**src/rtl/mdu_pkg.sv**
```systemverilog
// Shared encodings for the HI/LO multiply/divide unit.
// Op codes follow the decode-stage MULT/MULTU/DIV/DIVU numbering.
package mdu_pkg;

  localparam int MDU_DW   = 32;
  localparam int MDU_OP_W = 2;

  typedef enum logic [1:0] {
    MDU_MULT  = 2'd0,
    MDU_MULTU = 2'd1,
    MDU_DIV   = 2'd2,
    MDU_DIVU  = 2'd3
  } mdu_op_e;

  typedef enum logic [1:0] {
    S_IDLE = 2'd0,
    S_CALC = 2'd1,
    S_FIX  = 2'd2,
    S_DONE = 2'd3
  } mdu_state_e;

endpackage

```
**src/rtl/mdu_sign_fix.sv**
```systemverilog
// Two-lane conditional negate; in wide mode the lanes
// form one double-width value negated as a whole.
module mdu_sign_fix #(
  parameter int W = 32
) (
  input  logic         wide,
  input  logic         neg_hi,
  input  logic         neg_lo,
  input  logic [W-1:0] x_hi,
  input  logic [W-1:0] x_lo,
  output logic [W-1:0] y_hi,
  output logic [W-1:0] y_lo
);

  logic [2*W-1:0] xw;
  logic [2*W-1:0] nw;

  assign xw = {x_hi, x_lo};
  assign nw = -xw;

  always_comb begin
    y_hi = x_hi;
    y_lo = x_lo;
    if (wide) begin
      if (neg_lo) begin
        y_hi = nw[2*W-1:W];
        y_lo = nw[W-1:0];
      end
    end else begin
      if (neg_hi) y_hi = -x_hi;
      if (neg_lo) y_lo = -x_lo;
    end
  end

endmodule

```
**src/rtl/mdu_hilo.sv**
```systemverilog
// Iterative shift-add multiply / restoring divide with
// architectural HI/LO registers and MTHI/MTLO writes.
module mdu_hilo
  import mdu_pkg::*;
#(
  parameter int DATA_WIDTH = MDU_DW,
  parameter int OP_W       = MDU_OP_W
) (
  input  logic                  clk,
  input  logic                  rst,
  input  logic                  start,
  input  logic [OP_W-1:0]       op,
  input  logic [DATA_WIDTH-1:0] a,
  input  logic [DATA_WIDTH-1:0] b,
  input  logic                  hi_wen,
  input  logic                  lo_wen,
  input  logic [DATA_WIDTH-1:0] wdata,
  output logic                  busy,
  output logic                  done,
  output logic [DATA_WIDTH-1:0] hi,
  output logic [DATA_WIDTH-1:0] lo
);

  localparam int DW = DATA_WIDTH;
  localparam int CW = $clog2(DW);
  localparam logic [CW-1:0] LAST = CW'(DW - 1);

  mdu_state_e      state;
  logic [CW-1:0]   cnt;
  logic            is_div_q;
  logic            sa_q;
  logic            sb_q;
  logic            dz_q;
  logic [DW-1:0]   a_raw;
  logic [DW-1:0]   d;
  logic [2*DW-1:0] acc;

  logic            op_sgn;
  logic            op_sa;
  logic            op_sb;
  logic [DW-1:0]   ma;
  logic [DW-1:0]   mb;
  logic [DW-1:0]   rh;
  logic [DW-1:0]   rl;
  logic [DW:0]     shifted;
  logic [DW:0]     trial;
  logic [DW:0]     sum;

  assign op_sgn = ~op[0];
  assign op_sa  = op_sgn & a[DW-1];
  assign op_sb  = op_sgn & b[DW-1];
  assign busy   = (state != S_IDLE);

  mdu_sign_fix #(.W(DW)) u_opnd (
    .wide   (1'b0),
    .neg_hi (op_sa),
    .neg_lo (op_sb),
    .x_hi   (a),
    .x_lo   (b),
    .y_hi   (ma),
    .y_lo   (mb)
  );

  mdu_sign_fix #(.W(DW)) u_res (
    .wide   (~is_div_q),
    .neg_hi (is_div_q ? sa_q : (sa_q ^ sb_q)),
    .neg_lo (sa_q ^ sb_q),
    .x_hi   (acc[2*DW-1:DW]),
    .x_lo   (acc[DW-1:0]),
    .y_hi   (rh),
    .y_lo   (rl)
  );

  // Divide: remainder lives in acc upper half, quotient
  // shifts in from the bottom as the dividend shifts out.
  assign shifted = acc[2*DW-1:DW-1];
  assign trial   = shifted - {1'b0, d};
  assign sum     = {1'b0, acc[2*DW-1:DW]}
                 + (acc[0] ? {1'b0, d} : '0);

  always_ff @(posedge clk) begin
    if (rst) begin
      state    <= S_IDLE;
      cnt      <= '0;
      hi       <= '0;
      lo       <= '0;
      done     <= 1'b0;
      is_div_q <= 1'b0;
      sa_q     <= 1'b0;
      sb_q     <= 1'b0;
      dz_q     <= 1'b0;
      a_raw    <= '0;
      d        <= '0;
      acc      <= '0;
    end else begin
      case (state)
        S_IDLE: begin
          if (hi_wen) hi <= wdata;
          if (lo_wen) lo <= wdata;
          if (start) begin
            is_div_q <= op[1];
            sa_q     <= op_sa;
            sb_q     <= op_sb;
            dz_q     <= op[1] && (b == '0);
            a_raw    <= a;
            cnt      <= '0;
            if (op[1]) begin
              d   <= mb;
              acc <= {{DW{1'b0}}, ma};
            end else begin
              d   <= ma;
              acc <= {{DW{1'b0}}, mb};
            end
            state <= S_CALC;
          end
        end
        S_CALC: begin
          if (is_div_q) begin
            if (trial[DW])
              acc <= {shifted[DW-1:0], acc[DW-2:0], 1'b0};
            else
              acc <= {trial[DW-1:0], acc[DW-2:0], 1'b1};
          end else begin
            acc <= {sum, acc[DW-1:1]};
          end
          cnt <= cnt + 1'b1;
          if (cnt == LAST) state <= S_FIX;
        end
        S_FIX: begin
          if (dz_q) begin
            hi <= a_raw;
            lo <= '1;
          end else begin
            hi <= rh;
            lo <= rl;
          end
          done  <= 1'b1;
          state <= S_DONE;
        end
        S_DONE: begin
          done  <= 1'b0;
          state <= S_IDLE;
        end
        default: state <= S_IDLE;
      endcase
    end
  end

endmodule

```
**config.mk**
```make
export PLATFORM = sky130hd
export DESIGN_NAME = mdu_hilo
export DESIGN_NICKNAME = d
export VERILOG_FILES = /design/src/rtl/mdu_pkg.sv /design/src/rtl/mdu_sign_fix.sv /design/src/rtl/mdu_hilo.sv
export SDC_FILE = /design/constraint.sdc
export NUM_CORES = 1
export LEC_CHECK = 0
export BUFFER_PORTS_ARGS = -buffer_cell sky130_fd_sc_hd__buf_2
export CAP_MARGIN = 10
export CORE_MARGIN = 3
export CORE_UTILIZATION = 60
export CTS_CLUSTER_SIZE = 40
export DETAILED_ROUTE_END_ITERATION = 16
export HOLD_SLACK_MARGIN = 0.15
export PLACE_DENSITY = 0.85
export SYNTH_ARGS = -nofsm -noshare
export SYNTH_HDL_FRONTEND = slang
export SYNTH_SLANG_ARGS = --single-unit
```
**constraint.sdc**
```tcl
create_clock -name clk -period 7 [get_ports clk]
set_input_delay 0.7 -clock clk [delete_from_list [all_inputs] [get_ports clk]]
set_output_delay 0.7 -clock clk [all_outputs]
set_load 0.02 [all_outputs]
```
---- Word level (Yosys, flattened, before mapping) ----
Cells that the tools add are included.
storage, ports and cells
  logic and storage cells ................. 72
  output and inout bits ................... 66
  register bits ........................... 204
  input bits .............................. 103
operators by class
  bitwise logic cells ..................... 4
  reduce and logical (&&, ||, !) cells .... 12
  $add $sub $neg .......................... 8
  equality and inequality tests ........... 8
  mux-type cells .......................... 28
operator list
  kind                                                              count
  32-bit two-way mux                                                15
  64-bit two-way mux                                                3
  32-bit negation                                                   4
  32-bit case mux with 2 select lines                               2
  64-bit case mux with 2 select lines                               1
  64-bit negation                                                   1
  32-bit by 32-bit adder with 33-bit output                         1
  33-bit by 32-bit subtractor with 33-bit output                    1
  32-bit logical NOT                                                1
  5-bit case mux with 2 select lines                                1
  2-bit AND reduction                                               5
  2-bit inequality test (second input constant)                     4
  2-bit case mux with 4 select lines                                1
  2-bit nonzero test                                                4
  5-bit by 1-bit adder with 5-bit output (second input constant)    1
  5-bit == test (second input constant)                             1
  5-bit two-way mux                                                 1
  2-bit == test (second input constant)                             2
  2-bit two-way mux                                                 2
  1-bit AND                                                         2
  2-bit by 1-bit == test with 1-bit output (second input constant)  1
  2-bit logical NOT                                                 1
  1-bit case mux with 2 select lines                                1
  1-bit logical AND                                                 1
  3 further kinds                                                   3

---- Longest topological paths before layout ----
Gate-level depths: netlist (run 1).
  word-level depth ........................ 6
  depth in mapped cells ................... 14
  gate-level depth less buffers ........... 14

---- By module ----
A second synthesis (run 1) with hierarchy kept.
unflattened totals
  cell total of the unflattened synthesis .. 2227
  area total of the unflattened synthesis .. 17062.6 um^2
by module, submodules not included
  module                 area each (um^2)  seq. area each (um^2)  cells an instance  times used
  mdu_hilo               13661.9           4083.9                 1723               1
  mdu_sign_fix (u_opnd)  1702.9            0.0                    260                1
  mdu_sign_fix (u_res)   1697.9            0.0                    244                1

---- Least setup slack after synthesis (run 1) ----
OpenSTA, ideal clock, no wires.
  path kind ............................... register to register
  start point ............................. register acc[0]
  end point ............................... register acc[61]
  data required time ...................... 6878 ps
  period minus slack after synthesis ...... 3330 ps
  slack ................................... 3670 ps
  data arrival time ....................... 3208 ps
  setup time .............................. 122 ps
  stages on the path, launching flop included .. 15
  path buffers ............................ 1
  cells stage by stage .................... dfxtp_1 > inv_1 > clkbuf_1 > nor2_1 > ha_1 > a21o_1 > a211oi_1 > nor2_1 > a211o_1 > o31ai_1 > nand2_1 > a221oi_1 > a211oi_1 > xor2_1 > a221o_1
between the ends
  longest elaborated chain between the ends .. 4
ends and longest elaborated chain
  element                                    line             source
  start: declaration                         mdu_hilo.sv:36   logic [2*DW-1:0] acc;
  start signal: assignment                   mdu_hilo.sv:109  acc <= {{DW{1'b0}}, ma};
  start signal: assignment                   mdu_hilo.sv:112  acc <= {{DW{1'b0}}, mb};
  start signal: assignment                   mdu_hilo.sv:120  acc <= {shifted[DW-1:0], acc[DW-2:0], 1'b0};
  32-bit two-way mux                         mdu_hilo.sv:79   + (acc[0] ? {1'b0, d} : '0);
  32-bit by 32-bit adder with 33-bit output  mdu_hilo.sv:79
  64-bit two-way mux                         mdu_hilo.sv:118  if (is_div_q) begin
  64-bit case mux with 2 select lines        mdu_hilo.sv:96   case (state)
No other way between the ends.
A chain may end at the register's enable or synchronous reset.

---- Worst setup path after layout (run 1) ----
Ends and elaborated chain as after synthesis.

==> results of run 1 <==
-- cells by family (layout without fill, tap and decap cells) --
kind of cell	Yosys count	in the layout	share of synthesized area (%)
buffers and inverters	218	303	5.30
AO/OA/AOI/OAI	689	689	27.5
adder cells (fa/ha/maj)	76	76	6.08
flip-flops	204	204	25.7
XOR/XNOR	172	172	9.53
other	0	1	0
multiplexers	65	65	4.27
AND/OR/NAND/NOR	743	743	21.6
-- final cells by class --
class | instances | area share (%)
repair buffers | 187 | 5.59
well taps | 330 | 2.34
clock inverters | 9 | 1.01
multi-input cells | 1745 | 62.4
flip-flops and latches | 204 | 23.2
diodes | 1 | 0.0142
clock buffers | 32 | 3.87
inverters | 75 | 1.60
-- worst max-delay path by stage --
stage | cells past startpoint | to | slack, ps | from
4_1_cts | 13 | acc[61]$_SDFFE_PP0P_ | 2700 | acc[0]$_SDFFE_PP0P_
5_1_grt | 13 | acc[61]$_SDFFE_PP0P_ | 2370 | acc[0]$_SDFFE_PP0P_
2_1_floorplan | 14 | acc[61]$_SDFFE_PP0P_ | 3670 | acc[0]$_SDFFE_PP0P_
6_report | 13 | acc[61]$_SDFFE_PP0P_ | 2590 | acc[0]$_SDFFE_PP0P_
3_5_place_dp | 13 | acc[61]$_SDFFE_PP0P_ | 2700 | acc[0]$_SDFFE_PP0P_
3_3_place_gp | 13 | acc[61]$_SDFFE_PP0P_ | 2820 | acc[0]$_SDFFE_PP0P_
-- power breakdown --
part	total, mW	switching [mW]	internal (mW)
registers	1.86	0.383	1.48
clock network	1.38	0.519	0.865
logic	3.32	2.21	1.12
-- registers in the layout, summed over array words and instances, names as in the netlist, 2 cells and up --
signal / cells
cnt: 5
state: 2
acc: 64
a_raw: 32
lo: 32
d: 32
hi: 32
-- routing by layer --
| metal | GRT usage, % | part of all wire [%] | up-vias |
|---|---|---|---|
| met3 | 9.67 | 14 | 207 |
| met1 | 55.8 | 40 | 7904 |
| met2 | 58.0 | 41 | 1307 |
| met5 | 0 | 0.039 | - |
| li1 | - | - | 7933 |
| met4 | 15.5 | 5.0 | 4 |
-- worst max-delay path, cell delays in order (launching register included) --
cell	delay (ps)
dfxtp_1	370
inv_1	800
nor2_1	130
ha_1	370
nor2b_1	180
o211ai_1	200
a31oi_1	210
a211o_1	380
o31ai_1	480
nand2_1	140
a221oi_1	410
a211oi_1	160
xor2_1	160
a221o_1	320
-- placed cells by master, fill, tap and decap left out, types with 74 or more instances in the layout --
| master | n |
|---|---|
| a211oi_1 | 80 |
| a21oi_1 | 248 |
| buf_2 | 167 |
| dfxtp_1 | 203 |
| inv_1 | 74 |
| nand2_1 | 256 |
| nor2_1 | 251 |
| o21ai_0 | 119 |
| xnor2_1 | 90 |
| xor2_1 | 80 |
-- stage by stage --
step	utilization (%)	area [sq um]
2_1_floorplan	-	15900
3_3_place_gp	65.5	16800
3_5_place_dp	65.5	16800
4_1_cts	68.8	17600
5_1_grt	68.8	17600
6_report	68.8	17600
==> summary.txt, run 1 <==
outcome = complete, no violations
Chip Width = 169 microns
fin crit period = 4410 ps
via count = 17400
EDFF count, synth = 0
FP Rows = 58
CP max FO = 31
worst hold start = lo[17]$_SDFFE_PP0P_
DP Worst Slack = 2700 ps
Post-CTS Setup Bufs = 0
global-route wire length before repair = 90.1 mm
critical setup path kind = reg -> reg
placed cells = 2541
GPL Wtd Cong = 1.03
Req. time, crit path = 7420 ps
setup_tns = 0 ps
# hold bufs at CTS = 0
Resized cells post-CTS = 0
Worst R2R Start = acc[0]$_SDFFE_PP0P_
Worst R2R End = acc[61]$_SDFFE_PP0P_
count of final hold-check violations = 0
Register Area = 0.00409 sq mm
I/O pin cnt = 169
hold slack = 449 ps
maximum number of pins on one net before global-route repair = 94
Port Buffers = 168
fin crit share = 63.1%
Max Clock Skew = 12.4 ps
H-tree depth = 1
Filler cells = 2210
grt ovf = 0
post-synth top area share = 25.7%
CP Capture Type = flop
crit path DAT = 4830 ps
Root Buffer = clkbuf_16
Die ar. = 0.0285 sq mm
Sink Count = 204
vias per cell = 6.72
Initial Utilization = 62.0%
Synth Flop Type = dfxtp_1
sequential-to-total area share from yosys stat = 25.7%
total track usage = 39.5%
ys async rst share = 0%
Leak Pwr = 7.31 nW
dpl hpwl = 44.3 mm
cells after synthesis = 2167
Worst Hold End = lo[17]$_SDFFE_PP0P_
PwrDens = 373 mW/mm^2
hold depth = 2
Max Cap Viol = 0
Initial DRC Count = 2649
layout cells sized above 1 = 12.4%
Synth Net Count = 2346
first drt pass iteration count = 6
DRC Markers = 0
Non-Filler Instances = 2583
Ys Warns = 0
reg-to-reg slack, setup = 2590 ps
Num CTS Buffers = 24
top cells by count, synth = nand2_1 (257), nor2_1 (252), a21oi_1 (250)
Worst R2R Path Depth = 13
measured slew at the worst slew-check pin = 1180 ps
RSZ-0062 raised after global routing = false
area occupied by multi-input gates = 0.0110 sq mm
Worst slew margin = 20.9%
WL per Instance = 22.8 microns
crit start category = flop
post-synth top area cell = dfxtp_1
Core ar. = 0.0256 sq mm
clock slew at reported path FFs = 60 ps
Max Slew Vio Count = 0
area delta synth->final = 11.0%
Peak VDD IR = 0.351 mV
vias in the first global route = 15800
drt total wl = 58.8 mm
Fmax = 227 MHz
Yosys cell types = 75
most frequent cell after synthesis = nand2_1
register bit total from synthesis = 204
CTS tree = done
Final setup viols = 0
Die Span Y = 169 microns
CTS Buffer Depth = 3
Synth Cell Area = 0.0159 sq mm
Min-Delay Path Class = reg -> reg
Final Total Pwr = 6.57 mW
fin worst setup slack = 2590 ps
synth top area cells = dfxtp_1 (26%), a21oi_1 (7.9%), nand2_1 (6.1%)
Syn Area/Cell = 7.33 sq um
Final ANT Viol Nets = 0
clk_lat worst skew = 520 ps
initial antenna violation count = 2
final net count = 2416
Power figures use the tool's default switching activity.
==> run 2, diff against run 1 <==
--- a/config.mk
+++ b/config.mk
@@ -8,11 +8,11 @@
 export BUFFER_PORTS_ARGS = -buffer_cell sky130_fd_sc_hd__buf_2
 export CAP_MARGIN = 10
 export CORE_MARGIN = 3
-export CORE_UTILIZATION = 60
+export CORE_UTILIZATION = 55
 export CTS_CLUSTER_SIZE = 40
 export DETAILED_ROUTE_END_ITERATION = 16
 export HOLD_SLACK_MARGIN = 0.15
-export PLACE_DENSITY = 0.85
+export PLACE_DENSITY = 0.82
 export SYNTH_ARGS = -nofsm -noshare
 export SYNTH_HDL_FRONTEND = slang
 export SYNTH_SLANG_ARGS = --single-unit
==> constraint.sdc (replaced) <==
create_clock -name clk -period 3.58 [get_ports clk]
set_input_delay 0.358 -clock clk [delete_from_list [all_inputs] [get_ports clk]]
set_output_delay 0.358 -clock clk [all_outputs]
set_load 0.02 [all_outputs]
==> run 2 against run 1 <==
Sequential cell count is the same. Clock power up 78%. Hold slack got worse by 280 ps. Via count rose by 2.1%. First-iteration DRC count decreased by 4.3%. Power rose by 96%. Count of clock-buffer cells in the layout down 4. Final cell count rose by 5.3%. Cell area rose by 4.2%. Die area rose by 8.8%. Global-route usage is 1.2 points lower. Register-to-register slack got worse by 2500 ps. Largest cell class unchanged.
==> summary.txt, run 2 (synthesized netlist as in run 1, its figures left out) <==
Req. time, crit path = 4000 ps (-3420 ps)
crit path DAT = 3890 ps (-940 ps)
PwrDens = 700 mW/mm^2 (+88%)
total track usage = 38.3% (-1.2 points)
WL per Instance = 22.6 microns (-0.82%)
Worst slew margin = 17.1% (-3.8 points)
clk_lat worst skew = 540 ps (+20 ps)
maximum number of pins on one net before global-route repair = 93 (-1.1%)
Worst R2R Path Depth = 10 (-3)
most common library cell in the layout ignoring fill and taps = nand2_1
reg-to-reg slack, setup = 110 ps (-2480 ps)
FP Rows = 61 (+5.2%)
Worst R2R End = hi[1]$_SDFFE_PP0P_
Final ANT Viol Nets = 0 (unchanged)
Worst R2R Start = acc[14]$_SDFFE_PP0P_
crit start category = flop
final non-filler cell area = 0.0184 sq mm (+4.2%)
fin worst setup slack = 108 ps (-2480 ps)
Final setup viols = 0 (unchanged)
drt total wl = 61.4 mm (+4.4%)
via count = 17700 (+2.1%)
area delta synth->final = 15.7%
hold slack = 169 ps (-281 ps)
CTS tree = done
Biggest register = acc
Min-Delay Path Class = in -> reg
H-tree depth = 1 (unchanged)
grt ovf = 0 (unchanged)
Die ar. = 0.0310 sq mm (+8.8%)
Initial DRC Count = 2536 (-4.3%)
Core ar. = 0.0281 sq mm (+9.6%)
max FFs per register = 64 (unchanged)
Filler cells = 2535 (+15%)
fin crit period = 3470 ps (-942 ps)
clock slew at reported path FFs = 70 ps (about the same)
measured slew at the worst slew-check pin = 1230 ps (+56.4 ps)
Port Buffers = 168 (unchanged)
placed standard-cell area = 0.0174 sq mm (+3.7%)
Max Slew Vio Count = 0 (unchanged)
CTS Buffer Depth = 3 (unchanged)
initial antenna violation count = 1 (-1)
layout cells sized above 1 = 15.5% (+3.1 points)
Initial Utilization = 56.5% (-5.5 points)
Register Area = 0.00409 sq mm (about the same)
vias in the first global route = 16400 (+3.8%)
first drt pass iteration count = 9 (+3)
Num CTS Buffers = 23 (-4.2%)
Root Buffer = clkbuf_16
dpl hpwl = 47.5 mm (+7.3%)
most frequent cells in the layout = nand2_1 (256), nor2_1 (250), a21oi_1 (248), dfxtp_1 (202), buf_2 (167)
critical setup path kind = reg -> reg
Die Span Y = 176 microns (+4.3%)
Worst Hold End = a_raw[0]$_SDFFE_PP0P_
final net count = 2504 (+3.6%)
area occupied by multi-input gates = 0.0110 sq mm (+0.41%)
I/O pin cnt = 169 (unchanged)
Max Clock Skew = 19.1 ps (+6.67 ps)
hold depth = 3 (+1)
DRC Markers = 0 (unchanged)
Sink Count = 204 (unchanged)
vias per cell = 6.51 (-3.0%)
Peak VDD IR = 0.454 mV (+30%)
count of final hold-check violations = 0 (unchanged)
CP Capture Type = flop
outcome = complete, no violations
Post-Route Utilization = 65.4% (-3.4 points)
worst hold start = a[0]
Chip Width = 176 microns (+4.3%)
fin crit share = 97.0% (+34 points)
Leak Pwr = 7.73 nW (+5.7%)
DP Worst Slack = 38.1 ps (-2660 ps)
Max Cap Viol = 0 (unchanged)
GPL Wtd Cong = 1.02 (-0.42%)
CP max FO = 7 (-77%)
global-route wire length before repair = 94.2 mm (+4.5%)
n_diodes = 0 (-1)
Fmax = 288 MHz (+27%)
==> run 2: worst max-delay path by stage <==
stage	from	end	cells past startpoint
2_1_floorplan	acc[0]$_SDFFE_PP0P_	acc[61]$_SDFFE_PP0P_	14
5_1_grt	acc[0]$_SDFFE_PP0P_	acc[62]$_SDFFE_PP0P_	14
6_report	acc[14]$_SDFFE_PP0P_	hi[1]$_SDFFE_PP0P_	10
4_1_cts	acc[0]$_SDFFE_PP0P_	acc[61]$_SDFFE_PP0P_	14
3_5_place_dp	acc[0]$_SDFFE_PP0P_	acc[61]$_SDFFE_PP0P_	14
3_3_place_gp	acc[0]$_SDFFE_PP0P_	acc[61]$_SDFFE_PP0P_	14
==> run 2: critical path: stages, from the launching register on <==
cell       delay [ps]
dfxtp_1           420
or4_4             600
nor4_4            380
nand4_2           210
nor3_1            440
nand2_1           140
o211ai_1          180
o31ai_1           100
a2111oi_1         630
buf_4             210
nor3_1             40
==> run 2: where the power goes <==
part	total [mW]	leakage [nW]	switching [mW]	internal [mW]
combinational	6.81	5.68	4.43	2.38
clock	2.46	0.377	1.07	1.39
sequential	3.59	1.67	0.704	2.89
total	12.9	7.73	6.21	6.66
==> run 2: layout make-up <==
| type | count | area share [%] |
|---|---|---|
| Multi-Input combinational cell | 1745 | 60.1 |
| Sequential cell | 204 | 22.2 |
| Timing Repair Buffer | 276 | 9.34 |
| Clock buffer | 28 | 3.34 |
| Tap cell | 378 | 2.57 |
| Inverter | 75 | 1.53 |
| Clock inverter | 13 | 0.824 |
==> run 2: timing repair <==
action                                  4_1_cts  5_1_grt
endpoints found under the setup margin        0        9
setup buffers                                 0        3
hold buffers                                 15        0
gates resized for setup                       0       14
endpoints found under the hold margin        15        0
==> run 2: through the flow <==
stage | setup TNS (ps) | std cells | total power [mW]
6_report | 0 | 2719 | 12.9
5_1_grt | -27.8 | 2719 | 13.5
4_1_cts | 0 | 2716 | 12.6
3_5_place_dp | 0 | 2660 | 10.1
3_3_place_gp | 0 | 2660 | 9.99
2_1_floorplan | 0 | 2167 | 7.87
==> run 2: metal layers <==
metal	up-vias	global-route usage, %	share of wire, %
met5	-	0	0.018
met4	2	15.7	4.8
met3	192	9.03	12
met2	1126	57.6	42
met1	8288	52.8	41
li1	8105	-	-
